==> src/rtl/i2c_req_arbiter.sv <==
// Round-robin arbiter sharing one I2C master command port among N_REQ requesters,
// one transaction in flight, command latched for the master, watchdog on m_done.
module i2c_req_arbiter #(
  parameter int N_REQ   = 4,
  parameter int TIMEOUT = 4096
) (
  input  logic                 clk,
  input  logic                 rst,
  input  logic [N_REQ-1:0]     req,
  input  logic [N_REQ-1:0]     req_wr,
  input  logic [7*N_REQ-1:0]   req_addr,
  input  logic [8*N_REQ-1:0]   req_din,
  output logic [N_REQ-1:0]     gnt,
  output logic [N_REQ-1:0]     rsp_valid,
  output logic                 rsp_err,
  output logic [7:0]           rsp_data,
  output logic                 busy,
  output logic                 m_start,
  output logic                 m_wr,
  output logic [6:0]           m_addr,
  output logic [7:0]           m_din,
  input  logic [7:0]           m_datard,
  input  logic                 m_done
);

  localparam int PW = (N_REQ > 1) ? $clog2(N_REQ) : 1;
  localparam int CW = (TIMEOUT > 1) ? $clog2(TIMEOUT) : 1;

  typedef enum logic [1:0] {
    ST_IDLE = 2'd0,
    ST_WAIT = 2'd1,
    ST_RESP = 2'd2
  } state_t;

  state_t             state_q, state_d;
  logic [PW-1:0]      ptr_q, ptr_d;
  logic [PW-1:0]      win_q, win_d;
  logic [CW-1:0]      cnt_q, cnt_d;
  logic [N_REQ-1:0]   gnt_q, gnt_d;
  logic [N_REQ-1:0]   rsp_valid_q, rsp_valid_d;
  logic               rsp_err_q, rsp_err_d;
  logic [7:0]         rsp_data_q, rsp_data_d;
  logic               busy_q, busy_d;
  logic               m_start_q, m_start_d;
  logic               m_wr_q, m_wr_d;
  logic [6:0]         m_addr_q, m_addr_d;
  logic [7:0]         m_din_q, m_din_d;

  logic [PW-1:0]      rr_win;
  logic               rr_found;

  // Round-robin pick: first requester after the last owner, wrapping.
  always_comb begin
    rr_win   = ptr_q;
    rr_found = 1'b0;
    for (int k = 1; k <= N_REQ; k++) begin
      int idx;
      idx = (int'(ptr_q) + k) % N_REQ;
      if (!rr_found && req[PW'(idx)]) begin
        rr_found = 1'b1;
        rr_win   = PW'(idx);
      end
    end
  end

  always_comb begin
    state_d     = state_q;
    ptr_d       = ptr_q;
    win_d       = win_q;
    cnt_d       = cnt_q;
    gnt_d       = gnt_q;
    rsp_valid_d = '0;
    rsp_err_d   = rsp_err_q;
    rsp_data_d  = rsp_data_q;
    m_start_d   = 1'b0;
    m_wr_d      = m_wr_q;
    m_addr_d    = m_addr_q;
    m_din_d     = m_din_q;

    case (state_q)
      ST_IDLE: begin
        if (rr_found) begin
          win_d         = rr_win;
          gnt_d         = '0;
          gnt_d[rr_win] = 1'b1;
          m_start_d     = 1'b1;
          m_wr_d        = req_wr[rr_win];
          m_addr_d      = req_addr[7*int'(rr_win) +: 7];
          m_din_d       = req_din[8*int'(rr_win) +: 8];
          cnt_d         = '0;
          state_d       = ST_WAIT;
        end
      end
      ST_WAIT: begin
        // Completion takes precedence over a watchdog expiry on the same edge.
        if (m_done) begin
          rsp_data_d  = m_datard;
          rsp_err_d   = 1'b0;
          rsp_valid_d = gnt_q;
          state_d     = ST_RESP;
        end else if (cnt_q == CW'(TIMEOUT - 1)) begin
          rsp_data_d  = 8'h00;
          rsp_err_d   = 1'b1;
          rsp_valid_d = gnt_q;
          state_d     = ST_RESP;
        end else begin
          cnt_d = cnt_q + 1'b1;
        end
      end
      ST_RESP: begin
        ptr_d     = win_q;
        gnt_d     = '0;
        rsp_err_d = 1'b0;
        state_d   = ST_IDLE;
      end
      default: begin
        gnt_d   = '0;
        state_d = ST_IDLE;
      end
    endcase

    busy_d = (state_d != ST_IDLE);
  end

  always_ff @(posedge clk) begin
    if (rst) begin
      state_q     <= ST_IDLE;
      ptr_q       <= PW'(N_REQ - 1);
      win_q       <= '0;
      cnt_q       <= '0;
      gnt_q       <= '0;
      rsp_valid_q <= '0;
      rsp_err_q   <= 1'b0;
      rsp_data_q  <= 8'h00;
      busy_q      <= 1'b0;
      m_start_q   <= 1'b0;
      m_wr_q      <= 1'b0;
      m_addr_q    <= 7'h00;
      m_din_q     <= 8'h00;
    end else begin
      state_q     <= state_d;
      ptr_q       <= ptr_d;
      win_q       <= win_d;
      cnt_q       <= cnt_d;
      gnt_q       <= gnt_d;
      rsp_valid_q <= rsp_valid_d;
      rsp_err_q   <= rsp_err_d;
      rsp_data_q  <= rsp_data_d;
      busy_q      <= busy_d;
      m_start_q   <= m_start_d;
      m_wr_q      <= m_wr_d;
      m_addr_q    <= m_addr_d;
      m_din_q     <= m_din_d;
    end
  end

  assign gnt       = gnt_q;
  assign rsp_valid = rsp_valid_q;
  assign rsp_err   = rsp_err_q;
  assign rsp_data  = rsp_data_q;
  assign busy      = busy_q;
  assign m_start   = m_start_q;
  assign m_wr      = m_wr_q;
  assign m_addr    = m_addr_q;
  assign m_din     = m_din_q;

endmodule
==> config.mk <==
export PLATFORM = sky130hd
export DESIGN_NAME = i2c_req_arbiter
export DESIGN_NICKNAME = d
export VERILOG_FILES = /design/src/rtl/i2c_req_arbiter.sv
export SDC_FILE = /design/constraint.sdc
export NUM_CORES = 1
export LEC_CHECK = 0
export BUFFER_PORTS_ARGS = -buffer_cell sky130_fd_sc_hd__buf_2
export CORE_MARGIN = 5
export CORE_UTILIZATION = 42
export DETAILED_ROUTE_END_ITERATION = 10
export HOLD_SLACK_MARGIN = 0.03
export PLACE_DENSITY = 0.75
export SLEW_MARGIN = 20
export SYNTH_ARGS = -nofsm -noshare
export SYNTH_HDL_FRONTEND = slang
export SYNTH_SLANG_ARGS = --single-unit
==> constraint.sdc <==
create_clock -name clk -period 1.76 [get_ports clk]
set_clock_uncertainty 0.05 [all_clocks]
set_input_delay 0.088 -clock clk [delete_from_list [all_inputs] [get_ports clk]]
set_output_delay 0.088 -clock clk [all_outputs]
set_load 0.01 [all_outputs]
* Yosys cells after proc, flatten, opt, wreduce, memory -nomap -nowiden
Cells that the tools add are included.
Operators by class: muxes and demuxes 42, $lt $le $gt $ge 6, reduce and logical (&&, ||, !) cells 19, multiply operators 1, shifts and indexed selects 2, eq/ne operators 7, bitwise logic cells 2, add/subtract/negate cells 5
Operator list (number):
- 12-bit 2-to-1 mux | 3
- 32-bit by 6-bit indexed part select with 8-bit output | 1
- 28-bit by 6-bit indexed part select with 7-bit output | 1
- 12-bit case mux with 2 select lines | 1
- 1-bit 2-to-1 mux | 17
- 2-bit by 4-bit < comparator with 1-bit output, second input constant | 4
- 8-bit 2-to-1 mux | 2
- 2-bit 2-to-1 mux | 7
- 12-bit by 1-bit adder with 12-bit output, second input constant | 1
- 12-bit == test, second input constant | 1
- 4-bit 2-to-1 mux | 3
- 1-bit binary-select mux with 2-bit select | 5
- 4-bit case mux with 2 select lines | 1
- 2-bit AND reduction | 4
- 2-bit nonzero test | 4
- 2-bit inequality test, second input constant | 3
- 3-bit by 2-bit multiplier with 5-bit output, first input constant | 1
- 2-bit by 1-bit adder with 2-bit output, second input constant | 2
- 2-bit adder, second input constant | 2
- 1-bit logical AND | 4
- 2-bit case mux with 2 select lines | 1
- 4-bit AND reduction | 1
- 2-bit OR reduction | 2
- 1-bit zero test | 3
- other kinds (9) | 10
Word-level totals: flip-flop bits (word level) 53, word-level logic and storage cells 97, input bits 79, output and inout bits 35

* Longest topological paths before layout
Gate-level depths: netlist of run 1.
word-level depth 20, gate-level depth with buffers 8, depth with buffers taken out 7

* Worst setup path before layout of run 1
Ideal clock, no wire load.
kind register to register, start point register ptr_q[0], end point register m_wr_q (netlist: m_wr), cell stages (with the launch flop) 7, path slack -0.029 ns, path buffers 1, arrival time 1.618 ns, data required time 1.588 ns, period minus slack after synthesis 1.789 ns, library setup time 0.122 ns, cell sequence dfxtp_1 nand2b_1 o21ai_0 a221oi_2 buf_6 mux2_4 a221o_1
On the way: longest elaborated chain between the ends 16, elaborated cells between the ends (all ways) 33, classes of those cells add/sub (4); mux (22); reduce/logical (7)
RTL lines:
- start, declared | RTL line 36 | logic [PW-1:0] ptr_q, ptr_d;
- start signal, assigned | RTL line 128 | ptr_q <= PW'(N_REQ - 1);
- start signal, assigned | RTL line 142 | ptr_q <= ptr_d;
- 2-bit by 1-bit adder with 2-bit output | RTL line 58 | idx = (int'(ptr_q) + k) % N_REQ;
- 1-bit binary-select mux with 2-bit select | RTL line 59 | if (!rr_found && req[PW'(idx)]) begin
- 1-bit 2-to-1 mux (not written as such) (2 in series) | RTL line 59
- 1-bit 2-to-1 mux | RTL line 59
- 1-bit zero test | RTL line 59
- 1-bit logical AND | RTL line 59
- 1-bit 2-to-1 mux | RTL line 59
- 1-bit zero test | RTL line 59
- 1-bit logical AND | RTL line 59
- 1-bit 2-to-1 mux | RTL line 59
- 1-bit zero test | RTL line 59
- 1-bit logical AND | RTL line 59
- 2-bit 2-to-1 mux | RTL line 59
- 1-bit binary-select mux with 2-bit select | RTL line 87 | m_wr_d = req_wr[rr_win];
- 1-bit 2-to-1 mux (not written as such) | RTL line 87
- end signal, assigned | RTL line 151 | m_wr_q <= m_wr_d;
- end, declared | RTL line 45 | logic m_wr_q, m_wr_d;
Several ways; a longest one is shown, not always the timed one. The select of a mux whose other input is x is not followed. A chain may end at the register's enable or synchronous reset.

* Final worst setup path of run 1
Same ends and word-level chain as after synthesis.

==> impl_summary.md, run 1 <==
Synth
The Yosys step of the flow raised 0 warnings. The synthesized design contains 53 register bits. The fraction of the mapped netlist area in compound gates is 0.179.

The count of flip-flops with a built-in enable after synthesis is 0. The xor and xnor area share after synthesis is 0.0205. For this run, the register share of the synthesized area comes to 0.415.

The area share of the largest cell type after synthesis is 0.415. The average cell area after synthesis is 9.61 sq um. The post-synthesis cell count is 266.

The synthesized netlist net count is 349. Of the total synthesized cell area, the portion taken by AND, OR, NAND and NOR gates is 0.181. Sorting the synthesized cells by area gives the leading types as sky130_fd_sc_hd__dfxtp_1 (41%), sky130_fd_sc_hd__mux2i_1 (13%), sky130_fd_sc_hd__o221ai_1 (5.1%). Of the total synthesized cell area, the portion taken by full adders, half adders and majority gates is 0.0196. The most common cell in the synthesized netlist is sky130_fd_sc_hd__dfxtp_1. Of all flip-flops after synthesis, the portion carrying an async set or reset was 0. The number of distinct library cells after synthesis is 47. The mux share of post-synthesis cell area is 0.136. By count the netlist is led by sky130_fd_sc_hd__dfxtp_1 (53), sky130_fd_sc_hd__mux2i_1 (32), sky130_fd_sc_hd__nand2_1 (28). Summed over all instances, the cell type with the most area after synthesis is sky130_fd_sc_hd__dfxtp_1.

After synthesis, the largest family of logic cells by area is simple AND/OR/NAND/NOR gates. The cell area that synthesis handed to floorplanning was 2560 sq um. The top flip-flop cell by instance count after synthesis is sky130_fd_sc_hd__dfxtp_1.

Die
The number of core rows is 28. The floorplan die width is 88.0 um. The initial utilization of the core area, before any placement, comes to 0.432. The floorplan die height is 88.0 um. Pin placement for this block handled 114 I/O pins.

The floorplan die area is 7750 sq um. The total area inside the core boundary comes to 5920 sq um.

Setup path
The critical path goes through nand2b_4 -> o21ai_2 -> a221oi_4 -> buf_12 -> mux2_4 -> a221o_1. For this design, the slowest cell found on the critical path is sky130_fd_sc_hd__dfxtp_2. The worst register-to-register path ends at m_wr.

The category of the worst setup path launch point is a flop. The worst setup path is captured at a flop. Along the worst path, the maximum fanout reaches 5. The dominant delay contributor by cell family on the critical path is compound AO/OA/AOI/OAI gates. The critical path in this run is classified as reg -> reg.

The start of the worst register-to-register path is ptr_q[0]. The biggest cell delay along the critical path is 380 ps. The depth of the critical timing path with buffers and inverters included is 6. The worst endpoint required time is 1920 ps. Setup slack on the worst reg-to-reg path comes out at -60 ps. The worst reg2reg path depth is 6.

The origin of the worst setup path is ptr_q[0]. The destination of the critical timing path is m_wr. Together, buffers and inverters on the worst path number 1.

The arrival time of data at the critical path endpoint is 1980 ps.

Clocking
Counting along the longest clock path gives a buffer depth of 2. In this run the number of H-tree levels came out at 2. For this design, the sink count on the clock tree is 53. The insertion delay to the later sink of the worst-skew pair is 310 ps.

The tree is rooted in a sky130_fd_sc_hd__clkbuf_8. The clock buffer count from CTS is 5. TritonCTS built the clock tree. Clock-pin slew was measured on the worst setup and hold paths at 100 ps.

Timing
The total negative setup slack is -62.5 ps. Based on the critical path, the design can be clocked at up to 0.549 GHz. The final critical path time including I/O delays and setup is 1820 ps. The final setup violation count is 1. The max-slew violation count is 0. Setup repair after global routing could not meet its margin everywhere. The worst-case hold slack is 35.2 ps. Dividing the final minimum period by the clock period gives 1.04. At the pin with the least slew margin, the transition time is 512 ps. In the post-route analysis, the smallest setup slack over all paths is -62.5 ps. The number of endpoints with negative hold slack in the final report was 0.

The worst relative slew slack is 0.657.

Placement
Routability-driven placement finished with a final weighted congestion of 0.779. In this run the tool buffered the top-level ports with 113 buffer cells. The cell count after placement is 469. Before CTS, the worst setup slack after placement is -169 ps. The placed wire-length estimate after detailed placement is 5.44 mm.

Final layout
The area growth from synthesis to final layout is 49.1%. Of the cells placed in the final design, the portion with a size suffix greater than 1 is 0.447. Leaving out filler cells and counting taps, the final layout contains 498. The repair_antennas step left the layout with diodes totalling 0. The final layout contains 505 nets.

Global route
The number of global-route vias before repair is 2652. The global-route wire length before repair is 11.6 mm. The global-route usage over all layers is 0.188. The initial antenna violation count is 0.

Entering global routing, the biggest net connects 21 pins. The total global routing overflow is 0.

Min path
The class of the most critical hold timing path is in -> reg. The worst hold path begins at req_addr[4].

Power
For this design the ratio of total power to cell area is 791 nW/um^2. IR analysis of the VDD net gives a maximum drop of 0.536 mV. Summed over all cells, the static leakage comes to 1.80 nW.

Routing
The first-pass detailed-route iteration total is 4. For this run, design rule violations remaining after detail routing come to 0. In the routed layout, each cell is associated on average with a via count of 5.22. The detailed router finished its first iteration with 76 violations. Summed over all layers, the routed wires come to 7.48 mm. For this block, the via count after detailed routing is 2601. The detail route stage leaves a number of antenna-violating nets equal to 0.

The wire length per cell after detailed routing is 15.0 um.

Status
The final reports fail on negative setup slack. The run finished, with violations left.

Job
The tool flagged a number of max-cap violations equal to 0.
worst min-delay path by stage:
stage,to,slack (ps),cells past startpoint
6_report,m_addr[4],40,3
5_1_grt,m_addr[3],40,3
3_3_place_gp,rsp_data[1],260,2
4_1_cts,m_din[3],30,3
3_5_place_dp,rsp_data[2],260,2
2_1_floorplan,rsp_data[0],170,1
power breakdown:
part / switching [mW] / internal [mW]
combinational: 0.454 / 0.452
clock: 0.435 / 0.291
sequential: 0.0678 / 1.32
total: 0.956 / 2.06
cells in the final DEF (no fill, tap or decap), drive strengths merged, types with 9 or more instances in the layout:
master / Yosys / routed
buf: 8 / 147
dfxtp: 53 / 53
mux2i: 32 / 32
nand2: 28 / 28
nor2: 18 / 18
o221ai: 15 / 15
dlygate4sd3: 0 / 13
a21oi: 9 / 9
layout make-up:
| type | instances | area [sq um] |
|---|---|---|
| fillers | 502 | 2110 |
| multi-input cells | 193 | 1510 |
| flip-flops and latches | 53 | 1070 |
| repair buffers | 162 | 1020 |
| well taps | 75 | 93.8 |
| clock buffers | 5 | 68.8 |
| clock inverters | 3 | 26.3 |
| inverters | 7 | 26.3 |
metal layers:
| layer | global-route usage | up-vias | wire length, um | part of all wire |
|---|---|---|---|---|
| met5 | 0 | - | 0 | 0 |
| met2 | 0.351 | 103 | 3890 | 0.52 |
| li1 | - | 1295 | - | - |
| met1 | 0.205 | 1195 | 2890 | 0.39 |
| met3 | 0.0517 | 8 | 594 | 0.079 |
| met4 | 0.0604 | 0 | 106 | 0.014 |
kinds of logic (layout without fill, tap and decap cells):
| family | count (synthesis) | after routing |
|---|---|---|
| buf+inv | 20 | 177 |
| flops | 53 | 53 |
| xor+xnor | 6 | 6 |
| mux | 34 | 34 |
| fa+ha+maj | 4 | 4 |
| compound gates | 60 | 60 |
| simple gates | 89 | 89 |
registers in the layout, indices dropped and copies added, names as in the netlist:
name / cells
busy: 1
cnt_q: 12
gnt: 4
m_addr: 7
m_din: 8
m_start: 1
m_wr: 1
ptr_q: 2
rsp_data: 8
rsp_err: 1
rsp_valid: 4
state_q: 2
win_q: 2
worst register-to-register path, stage by stage, from the launching register on:
cell                       delay, ps
sky130_fd_sc_hd__dfxtp_2         380
sky130_fd_sc_hd__nand2b_4        140
sky130_fd_sc_hd__o21ai_2          70
sky130_fd_sc_hd__a221oi_4        310
sky130_fd_sc_hd__buf_12          170
sky130_fd_sc_hd__mux2_4          290
sky130_fd_sc_hd__a221o_1         310
what timing repair did:
| item | CTS | global route |
|---|---|---|
| hold endpoints to repair | 12 | 1 |
| gates cloned | 0 | 2 |
| setup endpoints to repair | 33 | 43 |
| gates resized for setup | 12 | 22 |
| hold buffers | 12 | 1 |
| pin swaps | 1 | 8 |
| buffers inserted | 0 | 6 |
per-stage QoR:
step           instance area (sq um)   util  power, mW
2_1_floorplan                   2570      -       1.87
3_3_place_gp                    3370  0.568       2.18
3_5_place_dp                    3370  0.568       2.20
4_1_cts                         3630  0.613       2.96
5_1_grt                         3810  0.644       3.19
6_report                        3810  0.644       3.02
(Power assumes the default switching activity.)
==> run 2, diff against run 1 <==
- CELL_PAD_IN_SITES_DETAIL_PLACEMENT: default -> 1
- CELL_PAD_IN_SITES_GLOBAL_PLACEMENT: default -> 2
- CORE_ASPECT_RATIO: default -> 1.25
- CORE_UTILIZATION: 42 -> 24
- PLACE_DENSITY: 0.75 -> default
- PLACE_DENSITY_LB_ADDON: default -> 0.1
==> run 2 against run 1 <==
Compared with the run above:
- the run still ends with negative setup slack left
- worst hold slack better by 13 ps
- highest routed layer unchanged
- utilization shrank 26 points
- design area is 5.1% higher
- via count is 1.5% higher
- worst setup slack gained 59 ps
- flip-flop and latch count unchanged
- non-clock buffer count grew 7
- critical path type unchanged
- clock power up 43%
- final cell count rose by 13%
- maximum frequency up 3.4%
==> impl_summary.md, run 2 (synthesis gave the netlist of run 1 again) <==
Status
The run finished, with violations left. The checks that failed: negative setup slack.

Global route
The global-route wire length before repair was 14.0 mm (+21%). The total global routing overflow was 0 (unchanged). The number of global-route vias before repair was 2962 (+12%). The initial antenna violation count is 0 (unchanged).

The maximum number of pins on one net before global-route repair is 19 (-9.5%). The global-route usage over all layers is 0.138 (-0.0504).

Die
The floorplan die area came to 12800 sq um (+66%). The number of top-level pins is 114 (unchanged). The initial core utilization is 0.243 (-0.189). The floorplan die height is 125 um (+42%). The area of the core is 10500 sq um (+78%).

The number of core rows is 42 (+50%). The floorplan die width was 102 um (+16%).

Timing
The total negative setup slack came to -3.23 ps (+59.3 ps). The final setup violation count came to 1 (unchanged). The max-slew violation count was 0 (unchanged). The final clock period utilization by the worst path is 1.00 (-0.0337). The highest clock rate is 0.567 GHz (+3.4%). The worst relative slew slack is 0.705 (+0.0475). The slew of the pin with the lowest slew margin is 432 ps (-80.1 ps). The final critical path time including I/O delays and setup is 1760 ps (-59.3 ps). The number of endpoints with negative hold slack in the final report was 0 (unchanged). Setup repair after global routing could not meet its margin everywhere. The final setup slack of the worst path is -3.23 ps (+59.3 ps).

Final layout
The total number of nets in the final design came to 512 (+1.4%). The fraction of the core area covered by cells at the end of the flow is 0.381 (-0.263). The post-route standard cell area excluding fillers is 4010 sq um (+5.1%). The share of cells above drive strength 1 is 0.484 (+0.0369). The non-filler instance count after layout is 562 (+13%). Leaving out fill and tap cells, the most frequent cell in the layout is sky130_fd_sc_hd__buf_2. The register containing the most flip-flops in the final layout is cnt_q.

The top cell types in the final layout, fill and taps aside, are sky130_fd_sc_hd__buf_2 (113), sky130_fd_sc_hd__dfxtp_1 (48), sky130_fd_sc_hd__buf_4 (42). The count of antenna diodes in the layout is 0 (unchanged). The number of flip-flops under the largest register name was 12 (unchanged).

The area growth from synthesis to final layout is 56.7%.

Setup path
The arrival time of data at the critical path endpoint came to 1900 ps (-80 ps). Walking the worst path, the cells encountered are nor2b_4 -> o21ba_4 -> a221oi_4 -> buf_6 -> mux2_4 -> a221o_1. The critical path class is reg -> reg.

For this design, the slowest cell found on the critical path is sky130_fd_sc_hd__dfxtp_4. The number of buffers and inverters on the critical path came to 1 (unchanged). The worst endpoint required time was 1890 ps (-30 ps). The endpoint type of the worst setup path is a flop. The category of the worst setup path launch point is a flop. The dominant delay contributor by cell family on the critical path is compound AO/OA/AOI/OAI gates. The biggest cell delay along the critical path is 370 ps (about the same).

The highest fanout seen on the critical path is 4 (-1).

Routing
The routed wire length was 8.58 mm (+15%). The first-pass detailed-route iteration total is 4 (unchanged). The total number of vias was 2639 (+1.5%). The final antenna-violating net count was 0 (unchanged). The wire length per cell after detailed routing is 15.3 um (+1.6%). The post-detailed-route DRC marker count is 0 (unchanged). The via-per-instance ratio came to 4.70 (-10%). The count of routing violations after the opening detailed-route iteration is 40 (-47%).

Clocking
The clock buffer count from CTS was 5 (unchanged). CTS placed an instance of sky130_fd_sc_hd__clkbuf_16 at the clock tree root. The sink count of the clock tree is 53 (unchanged).

The maximum root-to-sink buffer count was 2 (unchanged). The insertion delay to the later sink of the worst-skew pair came to 300 ps (about the same). The level count of the clock H-tree is 2 (unchanged). TritonCTS built the clock tree. The clock transition at the registers of the reported paths is 80 ps (-20 ps).

Power
The power density relative to cell area is 846 nW/um^2 (+6.9%). The total leakage power was 1.86 nW (+3.2%). The worst vdd rail ir drop was 0.411 mV (-23%).

Placement
The weighted congestion at the end of routability-driven global placement was 0.712 (-8.6%). The placed wire-length estimate after detailed placement is 6.65 mm (+22%). The post-place instance area is 3580 sq um (+6.3%). The cell count after placement is 543 (+16%).

The worst slack after detailed placement is -169 ps (+0.274 ps). The count of buffers from port buffering is 113 (unchanged).

Min path
The class of the most critical hold timing path is in -> reg.

Job
The number of max-capacitance violations reported is 0 (unchanged).
run 2: worst paths after layout:
kind	start	endpoint	slack (ps)	cells after the start
setup / recovery	ptr_q[0]	m_wr	-3	6
hold / removal	req_addr[9]	m_addr[2]	50	3
setup reg to reg	ptr_q[0]	m_wr	-3	6
hold reg to reg	m_addr[0]	m_addr[0]	420	2
run 2: tightest hold or removal path, stage by stage:
cell,delay [ps]
sky130_fd_sc_hd__buf_2,80
sky130_fd_sc_hd__mux2i_1,50
sky130_fd_sc_hd__o221ai_1,150
run 2: timing repair:
| item | 4_1_cts | 5_1_grt |
|---|---|---|
| pin swaps | 2 | 11 |
| buffers inserted | 1 | 2 |
| resized for setup | 17 | 28 |
| hold endpoints to repair | 8 | 0 |
| setup endpoints to repair | 28 | 38 |
| hold buffers | 8 | 0 |
run 2: cell type report:
cell class / count / area (sq um)
clock buffers: 5 / 125
clock inverters: 3 / 25.0
fillers: 1269 / 6500
inverters: 7 / 31.3
multi-input cells: 193 / 1540
flip-flops and latches: 53 / 1070
well taps: 132 / 165
repair buffers: 169 / 1050
run 2: per-layer routing:
layer,track usage,up-vias,part of all wire,wire length [um]
met2,0.257,67,0.55,4720
met5,0,-,0,0
met4,0.0386,0,0.012,106
met3,0.0423,8,0.062,531
met1,0.145,1258,0.38,3220
li1,-,1306,-,-
run 2: metrics by stage:
step / power [mW] / hold WS, ps
3_3_place_gp: 2.29 / 255
4_1_cts: 3.42 / 47.5
3_5_place_dp: 2.31 / 259
2_1_floorplan: 1.87 / 171
6_report: 3.39 / 47.7
5_1_grt: 3.59 / 58.1
run 2: power by group:
| part | leakage [nW] | total, mW | internal (mW) | switching [mW] |
|---|---|---|---|---|
| Combinational | 1.35 | 0.964 | 0.485 | 0.478 |
| Sequential | 0.435 | 1.38 | 1.32 | 0.0672 |
| Clock | 0.0704 | 1.04 | 0.537 | 0.505 |
| Total | 1.86 | 3.39 | 2.34 | 1.05 |
